## src/rtl/demux_1to4_tdm.sv

```systemverilog
// rtl/demux_1to4_tdm.sv - 1-to-4 time-division demultiplexer with frame sync
//
// Collects serial slot bits into a shadow register and publishes each
// complete frame on q in parallel. DEMUX_PARITY_EN adds a fifth, even-parity
// slot; a frame whose parity check fails is dropped and flagged.
//
// Ports:
//   clk         - rising-edge clock
//   resetn      - asynchronous active-low reset
//   en          - slot strobe; d_in and sync are sampled only when high
//   d_in        - serial data bit for the current slot
//   sync        - frame marker; the bit on d_in with sync is slot 0
//   q[3:0]      - last accepted frame, q[i] = slot i
//   frame_valid - one-cycle pulse, q updated on the same edge
//   sync_err    - one-cycle pulse, partial frame aborted by an early sync
//   slot[2:0]   - index of the next slot to be captured
//   locked      - high while the framer is in RUN
//   parity_err  - one-cycle pulse on parity failure (0 without DEMUX_PARITY_EN)

module demux_1to4_tdm (
   input  logic       clk,
   input  logic       resetn,
   input  logic       en,
   input  logic       d_in,
   input  logic       sync,
   output logic [3:0] q,
   output logic       frame_valid,
   output logic       sync_err,
   output logic [2:0] slot,
   output logic       locked,
   output logic       parity_err
);

`ifdef DEMUX_PARITY_EN
   localparam logic [2:0] LAST_SLOT = 3'd4;
`else
   localparam logic [2:0] LAST_SLOT = 3'd3;
`endif
   // The last slot is taken straight from d_in, so only earlier slots need storage.
   localparam int SW = int'(LAST_SLOT);

   typedef enum logic {IDLE, RUN} state_t;

   state_t          state, state_n;
   logic [2:0]      slot_n;
   logic [SW-1:0]   shadow, shadow_n;
   logic [3:0]      q_n;
   logic            fv_n, se_n;
`ifdef DEMUX_PARITY_EN
   logic            pe_n;
   logic            pe_q;
`endif

   always_ff @(posedge clk or negedge resetn) begin
      if (!resetn) begin
         state       <= IDLE;
         slot        <= 3'd0;
         shadow      <= '0;
         q           <= 4'b0000;
         frame_valid <= 1'b0;
         sync_err    <= 1'b0;
`ifdef DEMUX_PARITY_EN
         pe_q        <= 1'b0;
`endif
      end else begin
         state       <= state_n;
         slot        <= slot_n;
         shadow      <= shadow_n;
         q           <= q_n;
         frame_valid <= fv_n;
         sync_err    <= se_n;
`ifdef DEMUX_PARITY_EN
         pe_q        <= pe_n;
`endif
      end
   end

   always_comb begin
      state_n  = state;
      slot_n   = slot;
      shadow_n = shadow;
      q_n      = q;
      fv_n     = 1'b0;
      se_n     = 1'b0;
`ifdef DEMUX_PARITY_EN
      pe_n     = 1'b0;
`endif
      if (en) begin
         if (state == IDLE) begin
            if (sync) begin
               shadow_n = {{(SW-1){1'b0}}, d_in};
               slot_n   = 3'd1;
               state_n  = RUN;
            end
         end else if (sync && (slot != 3'd0)) begin
            // Early sync: drop the partial frame and restart at slot 0.
            se_n     = 1'b1;
            shadow_n = {{(SW-1){1'b0}}, d_in};
            slot_n   = 3'd1;
         end else if (slot == LAST_SLOT) begin
            slot_n = 3'd0;
`ifdef DEMUX_PARITY_EN
            if ((^{d_in, shadow}) == 1'b0) begin
               q_n  = shadow;
               fv_n = 1'b1;
            end else begin
               pe_n = 1'b1;
            end
`else
            q_n  = {d_in, shadow};
            fv_n = 1'b1;
`endif
         end else begin
            for (int i = 0; i < SW; i++) begin
               if (slot == 3'(i)) shadow_n[i] = d_in;
            end
            slot_n = slot + 3'd1;
         end
      end
   end

   assign locked = (state == RUN);

`ifdef DEMUX_PARITY_EN
   assign parity_err = pe_q;
`else
   assign parity_err = 1'b0;
`endif

endmodule
```

## config.mk

```make
export PLATFORM = sky130hd
export DESIGN_NAME = demux_1to4_tdm
export DESIGN_NICKNAME = d
export VERILOG_FILES = /design/src/rtl/demux_1to4_tdm.sv
export SDC_FILE = /design/constraint.sdc
export NUM_CORES = 1
export LEC_CHECK = 0
export CORE_UTILIZATION = 45
export CTS_BUF_LIST = sky130_fd_sc_hd__clkbuf_4 sky130_fd_sc_hd__clkbuf_8 sky130_fd_sc_hd__clkbuf_16
export CTS_CLUSTER_SIZE = 25
export DETAILED_ROUTE_END_ITERATION = 16
export PLACE_DENSITY = 0.73
export SYNTH_ARGS = -nofsm -noshare
export SYNTH_HDL_FRONTEND = slang
export SYNTH_SLANG_ARGS = --single-unit
```

## constraint.sdc

```tcl
create_clock -name clk -period 2 [get_ports clk]
set_input_delay 0.2 -clock clk [delete_from_list [all_inputs] [get_ports clk]]
set_output_delay 0.2 -clock clk [all_outputs]
set_load 0.02 [all_outputs]
```

# Yosys cells after proc, flatten, opt, wreduce, memory -nomap -nowiden
# Index checks and enable logic that the tools add are counted.
[word_totals]
ff_bits = 13
output_inout_bits = 11
word_cells = 46
inputBits = 5
[op_classes]
eq_ne = 7
muxes = 20
addsub = 1
bitwise = 1
n_reduce_logical = 9
[op_table]
columns = ["operator", "count"]
rows = [
  ["2-to-1 mux 3 bit", 8],
  ["AND reduction 4 bit", 4],
  ["2-to-1 mux 1 bit", 12],
  ["inequality test 3 x 1 -> 1 bit, second input constant", 3],
  ["equality test 3 x 2 -> 1 bit, second input constant", 2],
  ["adder 3 x 1 -> 3 bit, second input constant", 1],
  ["equality test 3 x 1 -> 1 bit, second input constant", 1],
  ["logical NOT 3 bit", 1],
  ["inequality test 3 bit, second input constant", 1],
  ["nonzero test 3 bit", 1],
  ["AND reduction 2 bit", 1],
  ["nonzero test 2 bit", 1],
  ["logical AND 1 bit", 1],
  ["NOT 1 bit", 1],
]

# Longest topological paths before layout
# Gate-level depths: netlist (run 1).
[depth]
depth_word = 5
ltp_mapped = 6
depth_no_buf = 6

# Least setup slack after synthesis (run 1)
# No wires, ideal clock.
[synth_path]
kind = "register -> register"
from = "register slot[0]"
to = "register shadow[0]"
required_time_ns = 1.873
t_arrival_ns = 1.530
setup_slack_ns = 0.342
period_less_slack_ns = 1.658
setup_time_ns = 0.127
path_stages_with_launch = 7
n_path_buf = 0
path_cell_list = "dfrtp_1 inv_1 ha_1 and2_1 o22ai_4 o21ai_2 mux2_1"
[synth_between]
elab_chain_cells = 4
word_cells_on_any_way = 9
classes_between = "eq/ne: 3; mux: 2; reduce/logical: 4"
[synth_rtl]
columns = ["item", "line", "text"]
rows = [
  ["from (decl)", "29", "output logic [2:0] slot,"],
  ["from (signal assigned)", "67", "slot <= slot_n;"],
  ["nonzero test 3 bit", "95", "end else if (sync && (slot != 3'd0)) begin"],
  ["logical AND 1 bit", "95", ""],
  ["inequality test 3 x 1 -> 1 bit (no line) (tied with other cells)", "n/a", ""],
  ["AND reduction 4 bit (no line) / 2-to-1 mux 3 bit (equally long branches)", "n/a", ""],
  ["to (signal assigned)", "68", "shadow <= shadow_n;"],
  ["to (decl)", "46", "logic [SW-1:0] shadow, shadow_n;"],
]
# Several ways; a longest one is shown, not always the timed one.
# A chain may end at the register's enable or synchronous reset.

# Final worst setup path (run 1)
# Same ends and word-level chain as after synthesis.

==> results.toml, run 1 <==
[routing]
drc = 0
wl_um = 1160
drt-initial-drc-count = 10
vias = 456
firstDrtPassIters = 2
wl_per_cell_um = 12.8
ant_nets = 0
via_per_inst = 5.07

[clock_tree]
clock_latency_ns = 0.27
cts_setup_buffers = 0
cts_tree = "done"
htreeDepth = 1
cts_root_buf = "clkbuf_4"
clkTransAtPathRegs_ns = 0.07
hold_buffers = 0
cts_sinks = 13
cts_resized = 0
cts_made_buffers = 3
clock_path_buffers = 2

[timing]
fin_crit_sh = 0.839
setup_violations = 0
slew_violations = 0
max_freq_mhz = 596
tightest_slew_ns = 0.579
setup_tns_ns = 0
rsz0062_at_grt = "no"
clock_skew_ns = 0.00357
worst_slack_ns = 0.323
fin_crit_ns = 1.68
maxSlewHeadroom = 0.613
hold_viol = 0
holdWs_ns = 0.292

[final_layout]
insertedDiodeCount = 0
stdcell_area_um2 = 852
final_core_util = 0.631
layout-drive-gt1-share = 0.200
layout.cells.non_filler = 90
area_growth_syn_to_layout_pct = 27.1
fillCellCount = 113
fin_nets = 85

[global_routing]
grt_overflow = 0
antenna_found_initial = 0
grt_max_degree = 14
grt_pass1_vias = 385
grt_pass1_wl_um = 1780
track_usage = 0.183

[yosys]
syn_area_per_cell_um2 = 11.6
ys_ff_latch = 13
ys_seq_area_frac = 0.485
async_flop_share = 1.00
yosys_most_used_dff = "dfrtp_1"
synth_fp_nets = 67
synth_area_um2 = 671
synthesis.instances = 58
synth_edf_count = 0
ys_warn_count = 0
synthDistinctLibCells = 25

[die]
core_area_um2 = 1350
die_w_um = 40.6
chipHeight_um = 40.6
initial_core_util = 0.497
io_pins = 16
die_area_um2 = 1650
num_rows = 13

[power]
p_total_mw = 1.16
static-leakage-power_nw = 0.385
power_density_nw_per_um2 = 1360
ir_drop_uv = 821

[hold_path]
worst_hold_path_type = "in -> async"

[place]
dp_hpwl_um = 837
place_inst = 86
place.gp.congestion = 0.738
io_buffers = 14
place_area_um2 = 822
pre_cts_slack_ns = 0.360

[job]
cap_violations = 0

[status]
status = "finished clean"

[critical_path]
path_delay_family = "flip-flops"
cp_slowest_cell = "dfrtp_1"
crit_chain = "inv_1 > ha_1 > and2_1 > o22ai_4 > o21ai_2 > mux2_1"
cp.arrival_ns = 1.83
path_max_fanout = 6
slowest_delay_ns = 0.43
critPathKind = "reg -> reg"
crit_buf_inv = 1
critPathCaptureType = "flip-flop"
worst_setup_path_start_kind = "flip-flop"
cp.required_ns = 2.16
## routing by layer
metal	vias to the layer above	global-route usage	routed length (µm)
met2	15	0.250	513
met4	0	0.100	21
met5	-	0	0
met1	207	0.227	558
met3	4	0.100	61
li1	230	-	-
## cell type report
class	instances	area, µm²	share of cell area
inverters	5	18.8	0.0220
flip-flops and latches	13	325	0.382
multi-input cells	39	319	0.374
clock buffers	4	30.0	0.0352
well taps	15	18.8	0.0220
repair buffers	14	140	0.164
## where the power goes
part           total, mW  switching [mW]  internal, mW
clock network      0.171          0.0800        0.0909
registers          0.418          0.0625         0.356
logic              0.572           0.284         0.288
## worst paths after layout
kind	startpoint	to	slack (ns)	depth (start not counted)
worst max-delay path	slot[0]	shadow[0]	0.32	6
worst min-delay path	resetn	shadow[2]	0.29	1
worst max register to register	slot[0]	shadow[0]	0.32	6
worst min register to register	shadow[0]	shadow[0]	0.51	1
max in group asynchronous	resetn	sync_err	1.33	1
min in group clk	shadow[0]	shadow[0]	0.51	1
## worst register-to-register path: stages, from the launching register on
cell	delay (ns)
dfrtp_1	0.43
inv_1	0.11
ha_1	0.23
and2_1	0.18
o22ai_4	0.22
o21ai_2	0.09
mux2_1	0.31
## logic make-up (layout without fill, tap and decap cells)
kind of cell    Yosys count  in the layout  synth area share
compound gates           13             13             0.155
mux                       5              5             0.106
flops                    13             13             0.485
simple gates             16             16             0.134
buf+inv                   6             23            0.0392
fa+ha+maj                 4              4            0.0746
other cells               1              1           0.00559
## sequential cells by signal, summed over array words and instances, names as in the netlist
name and flops:
locked 1, q 4, sync_err 1, shadow 3
slot 3, frame_valid 1
## cells in the mapped netlist, types with 2 or more instances
cell type | count | share of area
a41oi_1 | 2 | 0.026
o22ai_1 | 2 | 0.019
nor2_1 | 2 | 0.011
nand2_2 | 2 | 0.019
mux2_4 | 4 | 0.090
nand2b_1 | 2 | 0.019
nand2_1 | 6 | 0.034
ha_1 | 4 | 0.075
dfrtp_1 | 13 | 0.49
inv_1 | 4 | 0.022
a21oi_1 | 2 | 0.015
nor2b_1 | 2 | 0.019
## layout by cell type (no fill, tap or decap), drive strengths merged, types with 2 or more instances in the layout
cell type	n
nor2	2
nand2	8
dfrtp	13
o21ai	3
mux2	5
a21oi	2
nand2b	2
clkdlybuf4s50	14
ha	4
a41oi	2
o22ai	3
clkbuf	4
nor2b	2
inv	5
No activity file was read; power rests on OpenSTA's default activity.
==> inputs of run 2 (changes only) <==
- clock period: 2 -> 1.7 ns (I/O delays scaled with it)
==> results.toml, run 2 (synthesis results as in run 1) <==
[status]
status = "finished clean"

[routing]
ant_nets = 0
wl_per_cell_um = 12.6
wl_um = 1160
drc = 0
firstDrtPassIters = 3
vias = 479
drt-initial-drc-count = 7
via_per_inst = 5.21

[timing]
setup_tns_ns = 0
max_freq_mhz = 629
rsz0062_at_grt = "no"
clock_skew_ns = 0.00421
setup_violations = 0
tightest_slew_ns = 0.567
hold_viol = 0
worst_slack_ns = 0.110
slew_violations = 0
fin_crit_ns = 1.59
maxSlewHeadroom = 0.621
fin_crit_sh = 0.935

[clock_tree]
clock_latency_ns = 0.27
cts_resized = 0
cts_tree = "done"
htreeDepth = 1
cts_setup_buffers = 0
cts_root_buf = "clkbuf_4"
hold_buffers = 0
cts_made_buffers = 3
cts_sinks = 13
clkTransAtPathRegs_ns = 0.07
clock_path_buffers = 2

[critical_path]
critPathKind = "reg -> reg"
reg2reg_slack_ns = 0.11
worst_setup_path_start_kind = "flip-flop"
reg2reg_from = "slot[0]"
path_max_fanout = 5
reg2regPathDepth = 7
cp.arrival_ns = 1.74
cp.required_ns = 1.85
rr_endpoint = "shadow[2]"
critPathCaptureType = "flip-flop"

[place]
pre_cts_slack_ns = 0.0841
dp_hpwl_um = 906
place.gp.congestion = 0.760
place_area_um2 = 837
io_buffers = 14

[global_routing]
grtUsageMet2 = 0.282
track_usage = 0.178
grt_max_degree = 14
grt_pass1_wl_um = 1810
antenna_found_initial = 0
met1_usage = 0.193
top_usage_layer = "met2"
grt_pass1_vias = 440
grt_overflow = 0
gr-usage-met3 = 0.100

[final_layout]
fin_nets = 87
stdcell_area_um2 = 870
final_common_cell = "clkdlybuf4s50_1"
top_register = "q"
largest_reg_flops = 4
layout_common_cells = "clkdlybuf4s50_1 (14), dfrtp_1 (13), nand2_1 (6)"
area_growth_syn_to_layout_pct = 29.7
layout-drive-gt1-share = 0.234
reg_top3 = "q (4), shadow (3), slot (3)"
final_core_util = 0.644
insertedDiodeCount = 0

[die]
core_area_um2 = 1350
chipHeight_um = 40.6
die_area_um2 = 1650
initial_core_util = 0.497
die_w_um = 40.6
io_pins = 16
num_rows = 13

[power]
ir_drop_uv = 1000
static-leakage-power_nw = 0.395
power_density_nw_per_um2 = 1580

[job]
cap_violations = 0

[hold_path]
worst_hold_path_type = "in -> async"
## run 2: cell types whose count changed in the layout (fill, tap and decap cells not counted), sizes merged
cell  delta
buf      +2
## run 2: layout make-up
cell class	instances	area, µm²
fill	116	480
sequential	13	325
multi-input combinational	39	322
timing repair buffer	16	155
clock buffer	4	30.0
inverter	5	18.8
tap	15	18.8
## run 2: critical path: stages (launching register included)
cell and delay [ns]:
dfrtp_1 0.43, inv_1 0.11, ha_1 0.19, and2_1 0.17, o22ai_4 0.09, buf_4 0.16, a41oi_1 0.24, o22ai_1 0.09
## run 2: stage by stage
| step | hold WS (ns) | instances | power, mW |
|---|---|---|---|
| finish | 0.260 | 92 | 1.37 |
| global route | 0.308 | 92 | 1.48 |
| CTS | 0.274 | 92 | 1.39 |
| detailed placement | 0.495 | 88 | 1.19 |
| global placement | 0.490 | 88 | 1.17 |
| floorplan | -0.126 | 58 | 0.940 |
## run 2: routing by layer
metal  up-vias  part of all wire
met5         -                 0
met3         2             0.068
met4         0            0.0078
met1       232              0.45
li1        231                 -
met2        14              0.48
## run 2: where the power goes
group | internal, mW | switching (mW) | total (mW)
Combinational | 0.350 | 0.333 | 0.682
Sequential | 0.419 | 0.0747 | 0.494
Clock | 0.107 | 0.0919 | 0.199
Total | 0.875 | 0.499 | 1.37
## run 2: worst max path at each step
stage	from	endpoint	slack (ns)	cells after the start
5_1_grt	slot[0]	shadow[2]	0.0004	7
3_3_place_gp	slot[0]	shadow[2]	0.14	6
3_5_place_dp	slot[0]	shadow[1]	0.08	6
4_1_cts	slot[0]	shadow[1]	0.08	6
6_report	slot[0]	shadow[2]	0.11	7
2_1_floorplan	slot[0]	shadow[0]	0.04	6
